<file path="src/rtl/lock_pkg.sv">
// Shared encodings and defaults for the keypad lock sequencer and its blink requester.
package lock_pkg;

  localparam int unsigned DEF_CODE_LEN = 4;
  localparam int unsigned DEF_DIGIT_W  = 2;
  localparam int unsigned CODE_W       = DEF_CODE_LEN * DEF_DIGIT_W;

  localparam logic BLINK_ERROR   = 1'b0;
  localparam logic BLINK_SUCCESS = 1'b1;

  typedef enum logic [2:0] {
    S_LOCKED,
    S_UNLOCKED,
    S_PROGRAM,
    S_BLINK,
    S_LOCKOUT
  } main_state_e;

  typedef enum logic [2:0] {
    B_IDLE,
    B_SETUP,
    B_ARM,
    B_WAIT,
    B_RELEASE
  } blink_state_e;

endpackage

</file>
<file path="src/rtl/lock_blink_controller_if.sv">
// Initiator/target handshake between the lock sequencer and the LED blinker.
interface lock_blink_controller_if;
  logic start_blinking;
  logic blinkType;
  logic done_blinking;

  modport master (output start_blinking, output blinkType, input  done_blinking);
  modport slave  (input  start_blinking, input  blinkType, output done_blinking);
endinterface

</file>
<file path="src/rtl/blink_requester.sv">
// Runs one start/done handshake with the blinker per req pulse, with a done timeout.
module blink_requester
  import lock_pkg::*;
#(
  parameter logic [31:0] DONE_TIMEOUT = 32'd48000000
) (
  input  logic hwclk,
  input  logic rst,
  input  logic req,
  input  logic req_type,
  input  logic done_blinking,
  output logic start_blinking,
  output logic blinkType,
  output logic ack,
  output logic timeout
);

  blink_state_e state_q, state_d;
  logic         start_q, start_d;
  logic         type_q, type_d;
  logic [31:0]  timer_q, timer_d;

  always_comb begin
    state_d = state_q;
    start_d = start_q;
    type_d  = type_q;
    timeout = 1'b0;
    case (state_q)
      B_IDLE: begin
        if (req) begin
          state_d = B_SETUP;
          type_d  = req_type;
        end
      end
      B_SETUP: begin
        state_d = B_ARM;
        start_d = 1'b1;
      end
      // done is stale right after the start edge, so first wait for it to drop
      B_ARM: begin
        if (timer_q == DONE_TIMEOUT) begin
          timeout = 1'b1;
          state_d = B_RELEASE;
          start_d = 1'b0;
        end else if (!done_blinking) begin
          state_d = B_WAIT;
        end
      end
      B_WAIT: begin
        if (done_blinking) begin
          state_d = B_RELEASE;
          start_d = 1'b0;
        end else if (timer_q == DONE_TIMEOUT) begin
          timeout = 1'b1;
          state_d = B_RELEASE;
          start_d = 1'b0;
        end
      end
      B_RELEASE: state_d = B_IDLE;
      default:   state_d = B_IDLE;
    endcase

    if (state_d != state_q || !(state_q == B_ARM || state_q == B_WAIT)) begin
      timer_d = '0;
    end else begin
      timer_d = timer_q + 32'd1;
    end
  end

  always_ff @(posedge hwclk) begin
    if (rst) begin
      state_q <= B_IDLE;
      start_q <= 1'b0;
      type_q  <= 1'b0;
      timer_q <= '0;
    end else begin
      state_q <= state_d;
      start_q <= start_d;
      type_q  <= type_d;
      timer_q <= timer_d;
    end
  end

  assign start_blinking = start_q;
  assign blinkType      = type_q;
  assign ack            = (state_q == B_RELEASE);

endmodule

</file>
<file path="src/rtl/lock_blink_controller.sv">
// Keypad lock: collects digits, checks/reprograms the code, drives success/error blinks, locks out after repeated failures.
module lock_blink_controller
  import lock_pkg::*;
#(
  parameter int unsigned                 CODE_LEN       = DEF_CODE_LEN,
  parameter int unsigned                 DIGIT_W        = DEF_DIGIT_W,
  parameter logic [CODE_LEN*DIGIT_W-1:0] RESET_CODE     = 8'b00_01_10_11,
  parameter int unsigned                 MAX_FAILS      = 3,
  parameter logic [31:0]                 LOCKOUT_CYCLES = 32'd120000000,
  parameter logic [31:0]                 DONE_TIMEOUT   = 32'd48000000
) (
  input  logic                         hwclk,
  input  logic                         rst,
  input  logic                         key_valid,
  input  logic [DIGIT_W-1:0]           key_code,
  input  logic                         prog_req,
  input  logic                         lock_req,
  lock_blink_controller_if.master      blink,
  output logic                         unlocked,
  output logic                         programming,
  output logic                         busy,
  output logic [1:0]                   fail_count,
  output logic                         timeout_err
);

  localparam int unsigned CW    = CODE_LEN * DIGIT_W;
  localparam int unsigned CNT_W = $clog2(CODE_LEN + 1);
  localparam logic [CNT_W-1:0] COUNT_FULL = CNT_W'(CODE_LEN);
  localparam logic [1:0]       FAIL_LIMIT = 2'(MAX_FAILS);

  main_state_e      state_q, state_d;
  logic [CNT_W-1:0] count_q, count_d;
  logic [CW-1:0]    entry_q, entry_d;
  logic [CW-1:0]    code_q, code_d;
  logic             unlocked_q, unlocked_d;
  logic             programming_q, programming_d;
  logic             busy_q, busy_d;
  logic [1:0]       fail_q, fail_d;
  logic             timeout_err_q, timeout_err_d;
  logic [31:0]      lock_timer_q, lock_timer_d;

  logic blink_req, blink_req_type, blink_ack, blink_timeout;

  blink_requester #(
    .DONE_TIMEOUT (DONE_TIMEOUT)
  ) u_req (
    .hwclk          (hwclk),
    .rst            (rst),
    .req            (blink_req),
    .req_type       (blink_req_type),
    .done_blinking  (blink.done_blinking),
    .start_blinking (blink.start_blinking),
    .blinkType      (blink.blinkType),
    .ack            (blink_ack),
    .timeout        (blink_timeout)
  );

  always_comb begin
    state_d        = state_q;
    count_d        = count_q;
    entry_d        = entry_q;
    code_d         = code_q;
    unlocked_d     = unlocked_q;
    programming_d  = programming_q;
    fail_d         = fail_q;
    lock_timer_d   = lock_timer_q + 32'd1;
    timeout_err_d  = timeout_err_q | blink_timeout;
    blink_req      = 1'b0;
    blink_req_type = BLINK_ERROR;

    case (state_q)
      S_LOCKED: begin
        if (count_q == COUNT_FULL) begin
          count_d   = '0;
          blink_req = 1'b1;
          state_d   = S_BLINK;
          if (entry_q == code_q) begin
            unlocked_d     = 1'b1;
            fail_d         = '0;
            blink_req_type = BLINK_SUCCESS;
          end else begin
            fail_d = (fail_q == 2'd3) ? fail_q : fail_q + 2'd1;
          end
        end else if (key_valid) begin
          // collection always starts at count 0, so shifting in from the top lands digit i at index i
          entry_d = {key_code, entry_q[CW-1:DIGIT_W]};
          count_d = count_q + CNT_W'(1);
        end
      end
      S_BLINK: begin
        if (blink_ack) begin
          if (unlocked_q)                state_d = S_UNLOCKED;
          else if (fail_q == FAIL_LIMIT) state_d = S_LOCKOUT;
          else                           state_d = S_LOCKED;
        end
      end
      S_LOCKOUT: begin
        if (lock_timer_q == LOCKOUT_CYCLES - 32'd1) begin
          fail_d  = '0;
          state_d = S_LOCKED;
        end
      end
      S_UNLOCKED: begin
        if (lock_req) begin
          unlocked_d = 1'b0;
          count_d    = '0;
          state_d    = S_LOCKED;
        end else if (prog_req) begin
          programming_d = 1'b1;
          count_d       = '0;
          state_d       = S_PROGRAM;
        end
      end
      S_PROGRAM: begin
        if (lock_req) begin
          programming_d = 1'b0;
          unlocked_d    = 1'b0;
          count_d       = '0;
          state_d       = S_LOCKED;
        end else if (count_q == COUNT_FULL) begin
          code_d         = entry_q;
          programming_d  = 1'b0;
          count_d        = '0;
          blink_req      = 1'b1;
          blink_req_type = BLINK_SUCCESS;
          state_d        = S_BLINK;
        end else if (key_valid) begin
          entry_d = {key_code, entry_q[CW-1:DIGIT_W]};
          count_d = count_q + CNT_W'(1);
        end
      end
      default: state_d = S_LOCKED;
    endcase

    if (state_d != state_q) lock_timer_d = '0;
    busy_d = (state_d == S_BLINK) || (state_d == S_LOCKOUT);
  end

  always_ff @(posedge hwclk) begin
    if (rst) begin
      state_q       <= S_LOCKED;
      count_q       <= '0;
      entry_q       <= '0;
      code_q        <= RESET_CODE;
      unlocked_q    <= 1'b0;
      programming_q <= 1'b0;
      busy_q        <= 1'b0;
      fail_q        <= '0;
      timeout_err_q <= 1'b0;
      lock_timer_q  <= '0;
    end else begin
      state_q       <= state_d;
      count_q       <= count_d;
      entry_q       <= entry_d;
      code_q        <= code_d;
      unlocked_q    <= unlocked_d;
      programming_q <= programming_d;
      busy_q        <= busy_d;
      fail_q        <= fail_d;
      timeout_err_q <= timeout_err_d;
      lock_timer_q  <= lock_timer_d;
    end
  end

  assign unlocked    = unlocked_q;
  assign programming = programming_q;
  assign busy        = busy_q;
  assign fail_count  = fail_q;
  assign timeout_err = timeout_err_q;

endmodule

</file>
<file path="src/flat_wrapper.sv">
// flat-port wrapper written by rule: the top's interface ports become plain ports
module lock_blink_controller_flat import lock_pkg::*;
#(
  parameter int unsigned                 CODE_LEN       = DEF_CODE_LEN,
  parameter int unsigned                 DIGIT_W        = DEF_DIGIT_W,
  parameter logic [CODE_LEN*DIGIT_W-1:0] RESET_CODE     = 8'b00_01_10_11,
  parameter int unsigned                 MAX_FAILS      = 3,
  parameter logic [31:0]                 LOCKOUT_CYCLES = 32'd120000000,
  parameter logic [31:0]                 DONE_TIMEOUT   = 32'd48000000
)
  (hwclk, rst, key_valid, key_code, prog_req, lock_req, unlocked, programming, busy, fail_count, timeout_err, blink_start_blinking, blink_blinkType, blink_done_blinking);
  lock_blink_controller_if blink_i ();
  input  logic hwclk;
  input  logic rst;
  input  logic key_valid;
  input  logic [DIGIT_W-1:0] key_code;
  input  logic prog_req;
  input  logic lock_req;
  output logic unlocked;
  output logic programming;
  output logic busy;
  output logic [1:0] fail_count;
  output logic timeout_err;
  output wire logic [$bits(blink_i.start_blinking)-1:0] blink_start_blinking;
  output wire logic [$bits(blink_i.blinkType)-1:0] blink_blinkType;
  input wire logic [$bits(blink_i.done_blinking)-1:0] blink_done_blinking;
  assign blink_start_blinking = blink_i.start_blinking;
  assign blink_blinkType = blink_i.blinkType;
  assign blink_i.done_blinking = blink_done_blinking;
  lock_blink_controller #(.CODE_LEN(CODE_LEN), .DIGIT_W(DIGIT_W), .RESET_CODE(RESET_CODE), .MAX_FAILS(MAX_FAILS), .LOCKOUT_CYCLES(LOCKOUT_CYCLES), .DONE_TIMEOUT(DONE_TIMEOUT)) u_core (.hwclk(hwclk), .rst(rst), .key_valid(key_valid), .key_code(key_code), .prog_req(prog_req), .lock_req(lock_req), .blink(blink_i), .unlocked(unlocked), .programming(programming), .busy(busy), .fail_count(fail_count), .timeout_err(timeout_err));
endmodule
</file>
<file path="config.mk">
export PLATFORM = sky130hd
export DESIGN_NAME = lock_blink_controller_flat
export DESIGN_NICKNAME = d
export VERILOG_FILES = /design/src/rtl/lock_pkg.sv /design/src/rtl/lock_blink_controller_if.sv /design/src/rtl/blink_requester.sv /design/src/rtl/lock_blink_controller.sv /design/src/flat_wrapper.sv
export SDC_FILE = /design/constraint.sdc
export NUM_CORES = 1
export LEC_CHECK = 0
export CORE_MARGIN = 1
export CORE_UTILIZATION = 50
export CTS_CLUSTER_SIZE = 10
export DETAILED_ROUTE_END_ITERATION = 12
export PLACE_DENSITY = 0.76
export SLEW_MARGIN = 30
export SYNTH_ARGS = -nofsm -noshare
export SYNTH_HDL_FRONTEND = slang
export SYNTH_SLANG_ARGS = --single-unit
</file>
<file path="constraint.sdc">
create_clock -name hwclk -period 3.9 [get_ports hwclk]
set_input_delay 1.17 -clock hwclk [delete_from_list [all_inputs] [get_ports hwclk]]
set_output_delay 1.17 -clock hwclk [all_outputs]
set_load 0.02 [all_outputs]
</file>
==> metrics <==
status=finished, final reports clean; WP depth=6; r2r endpoint=u_core.u_req.timer_q[9]; NumNets Final=552; Post-synth top flop=dfxtp_1; yosys warns=0; count leader, synth=nor2_1; hold_ws=0.476 ns; FF-to-FF setup slack=1.63 ns; Synth top cells by count=102 x nor2_1, 97 x dfxtp_1, 48 x xnor2_1; final WL=8.76 mm; FFs w/ async S/R, synth=0%; final-report max-slew violation count=0; GP Congestion=0.844; Mapped Area=4510 um^2; CP Cell Sequence=clkdlybuf4s50_1, a211oi_1, nand2_1, nor4_1, nor2_1, a311oi_1; Antenna Nets Post-Route=0; FF+latch count, synth=97; DP Area=4740 um^2; main area contributors after synthesis=dfxtp_1 43%, xnor2_1 9.3%, nor2_1 8.5%; fin crit share=73.1%; Worst setup SP type=input pin; Crit. End Element=flip-flop; worst-margin pin slew=0.903 ns; CTS tree=yes; WL met1=4.33 mm; pre-CTS setup slack=0.699 ns; critical path buffer and inverter count=1; share of layout cells above drive strength 1=4.97%; crit path kind=input pin to flip-flop; Layout area overhead=9.13%; wire length on met2=4.02 mm; H-tree depth=3; initial antenna violation count=0; Ant. Diodes=0; fillcell total=768; hold depth=1; Critical Path End=u_core.u_req.blinkType; largest net degree at the start of global routing=33; Syn Area/Cell=8.51 um^2; via count=3651; chip height=97.0 um; min Tclk post-route=2.85 ns; Synth top area share=43.1%; CP Max Fanout=10; Clock Skew=0.00983 ns; vias in the first global route=3386; first-pass GRT wire length=15.4 mm; final setup violation count=0; pwr/cell area=343 nW/um^2; Total GRT Usage=19.7%; CTS Sinks=97; worst skew pair latency=0.37 ns; crit-path leading delay family=compound AO/OA/AOI/OAI gates; max_cap viols=0; Buffers on Ports=15; cell area after layout=4920 um^2; maximum VDD drop=0.256 mV; Post-synth EDFFs=0; slowest stage delay, CP=0.57 ns; Slew HR=39.3%; cells after synthesis=530; post-synthesis sequential area ratio=43.1%; drt pass-1 iters=4; post-CTS setup buffers=0; Pleak=1.59 nW; detail-routed via count per cell=5.61; r2r startpoint=u_core.u_req.timer_q[0]; Worst Setup SP=lock_req; multi-input logic area=2410 um^2; uppermost layer routed=met4; Starting Density=51.7%; Final WS setup=1.05 ns; Mapped Nets=544; Worst EP required=4.17 ns; HPWL after DPL=6.04 mm; total gr overflow=0; Hold Path Class=flip-flop to flip-flop; Post-Route Setup TNS=0 ns; critical path data arrival time=3.12 ns; unique cell type count in the Yosys netlist=47; Post-route DRC=0; Iteration-0 DRC Markers=144; Synth area leader=dfxtp_1; cts repair resizes=0; Clock Path Buffers=2; Reg area=1940 um^2; Core Util, Final=56.4%; final hold vios=0; RSZ-0062 raised after global routing=false; detailed-route wire length per cell=13.5 um; I/O pins=16; area of the die=9410 um^2; CP max stage cell=clkdlybuf4s50_1; R2R depth=8; row count=34; WL met3=318 um; Fmax achieved=351 MHz; CTS Root Cell=clkbuf_8; number of buffers created by CTS=9; clock-pin slew on the worst setup and hold paths=0.10 ns; hold_buf cts=0; core area=8720 um^2; Die Span X=97.0 um
## where the power goes
part	switching, mW	internal, mW	total, mW
clock network	0.373	0.244	0.617
registers	0.00943	0.999	1.01
logic	0.0354	0.0276	0.0629
total	0.418	1.27	1.69
## stage by stage
| stage | std cells | total power [mW] |
|---|---|---|
| 5_1_grt | 651 | 1.76 |
| 6_report | 651 | 1.69 |
| 3_5_place_dp | 635 | 1.09 |
| 4_1_cts | 651 | 1.71 |
| 3_3_place_gp | 635 | 1.09 |
| 2_1_floorplan | 530 | 1.07 |
## sequential cells by signal, summed over array words and instances, names as in the netlist
| signal | count |
|---|---|
| u_core.u_req.state_q | 3 |
| u_core.timeout_err | 1 |
| u_core.count_q | 3 |
| u_core.entry_q | 8 |
| u_core.u_req.blinkType | 1 |
| u_core.state_q | 3 |
| u_core.u_req.timer_q | 32 |
| u_core.busy | 1 |
| u_core.lock_timer_q | 32 |
| u_core.programming | 1 |
| u_core.u_req.start_blinking | 1 |
| u_core.fail_count | 2 |
| u_core.code_q | 8 |
| u_core.unlocked | 1 |
## area by class of cell
| cell class | instances | share of cell area [%] |
|---|---|---|
| Tap cell | 108 | 2.75 |
| Inverter | 20 | 1.53 |
| Multi-Input combinational cell | 392 | 49.0 |
| Sequential cell | 97 | 39.5 |
| Clock buffer | 9 | 2.52 |
| Clock inverter | 7 | 1.25 |
| Timing Repair Buffer | 18 | 3.51 |
## worst min-delay path by stage
stage	end	startpoint	slack, ns
floorplan	u_core.lock_timer_q[0]	u_core.lock_timer_q[0]	0.43
global placement	u_core.u_req.timer_q[0]	u_core.u_req.timer_q[0]	0.44
detailed placement	u_core.lock_timer_q[0]	u_core.lock_timer_q[0]	0.45
CTS	u_core.u_req.timer_q[0]	u_core.u_req.timer_q[0]	0.48
global route	u_core.timeout_err	u_core.timeout_err	0.50
finish	u_core.u_req.timer_q[0]	u_core.u_req.timer_q[0]	0.48
## cells in the final DEF (no fill, tap or decap), drive strengths merged, types with 3 or more instances in the layout
cell type	synthesis	routed
clkinv	0	3
and2	3	3
dfxtp	97	97
nand3	26	26
and4	5	5
or4	4	4
and3	9	9
nor2	102	102
xnor2	48	48
nand2b	4	4
nand4	22	22
nor4b	5	5
inv	20	23
a21oi	11	11
ha	6	6
a211o	4	4
nor4	18	18
buf	7	3
clkbuf	14	9
mux2i	14	14
a31oi	4	4
xor2	22	22
nand2	31	31
o21ai	4	4
nor3	21	21
clkdlybuf4s50	0	15
## metal layers
layer	vias to the layer above	global-route usage (%)
li1	1846	-
met1	1734	26.1
met2	62	31.6
met3	9	5.06
met4	0	5.63
met5	-	0
## cell families (layout without fill, tap and decap cells)
logic type,Yosys count,after routing,synth area share (%)
AOI/OAI and AO/OA,41,41,6.10
xor gates and xnor gates,70,70,13.6
adders and majority gates,6,6,1.66
buffers and inverters,41,54,3.61
DFF,97,97,43.1
muxes,15,15,3.36
and+or+nand+nor,260,260,28.6
No activity file was read; power rests on OpenSTA's default activity.
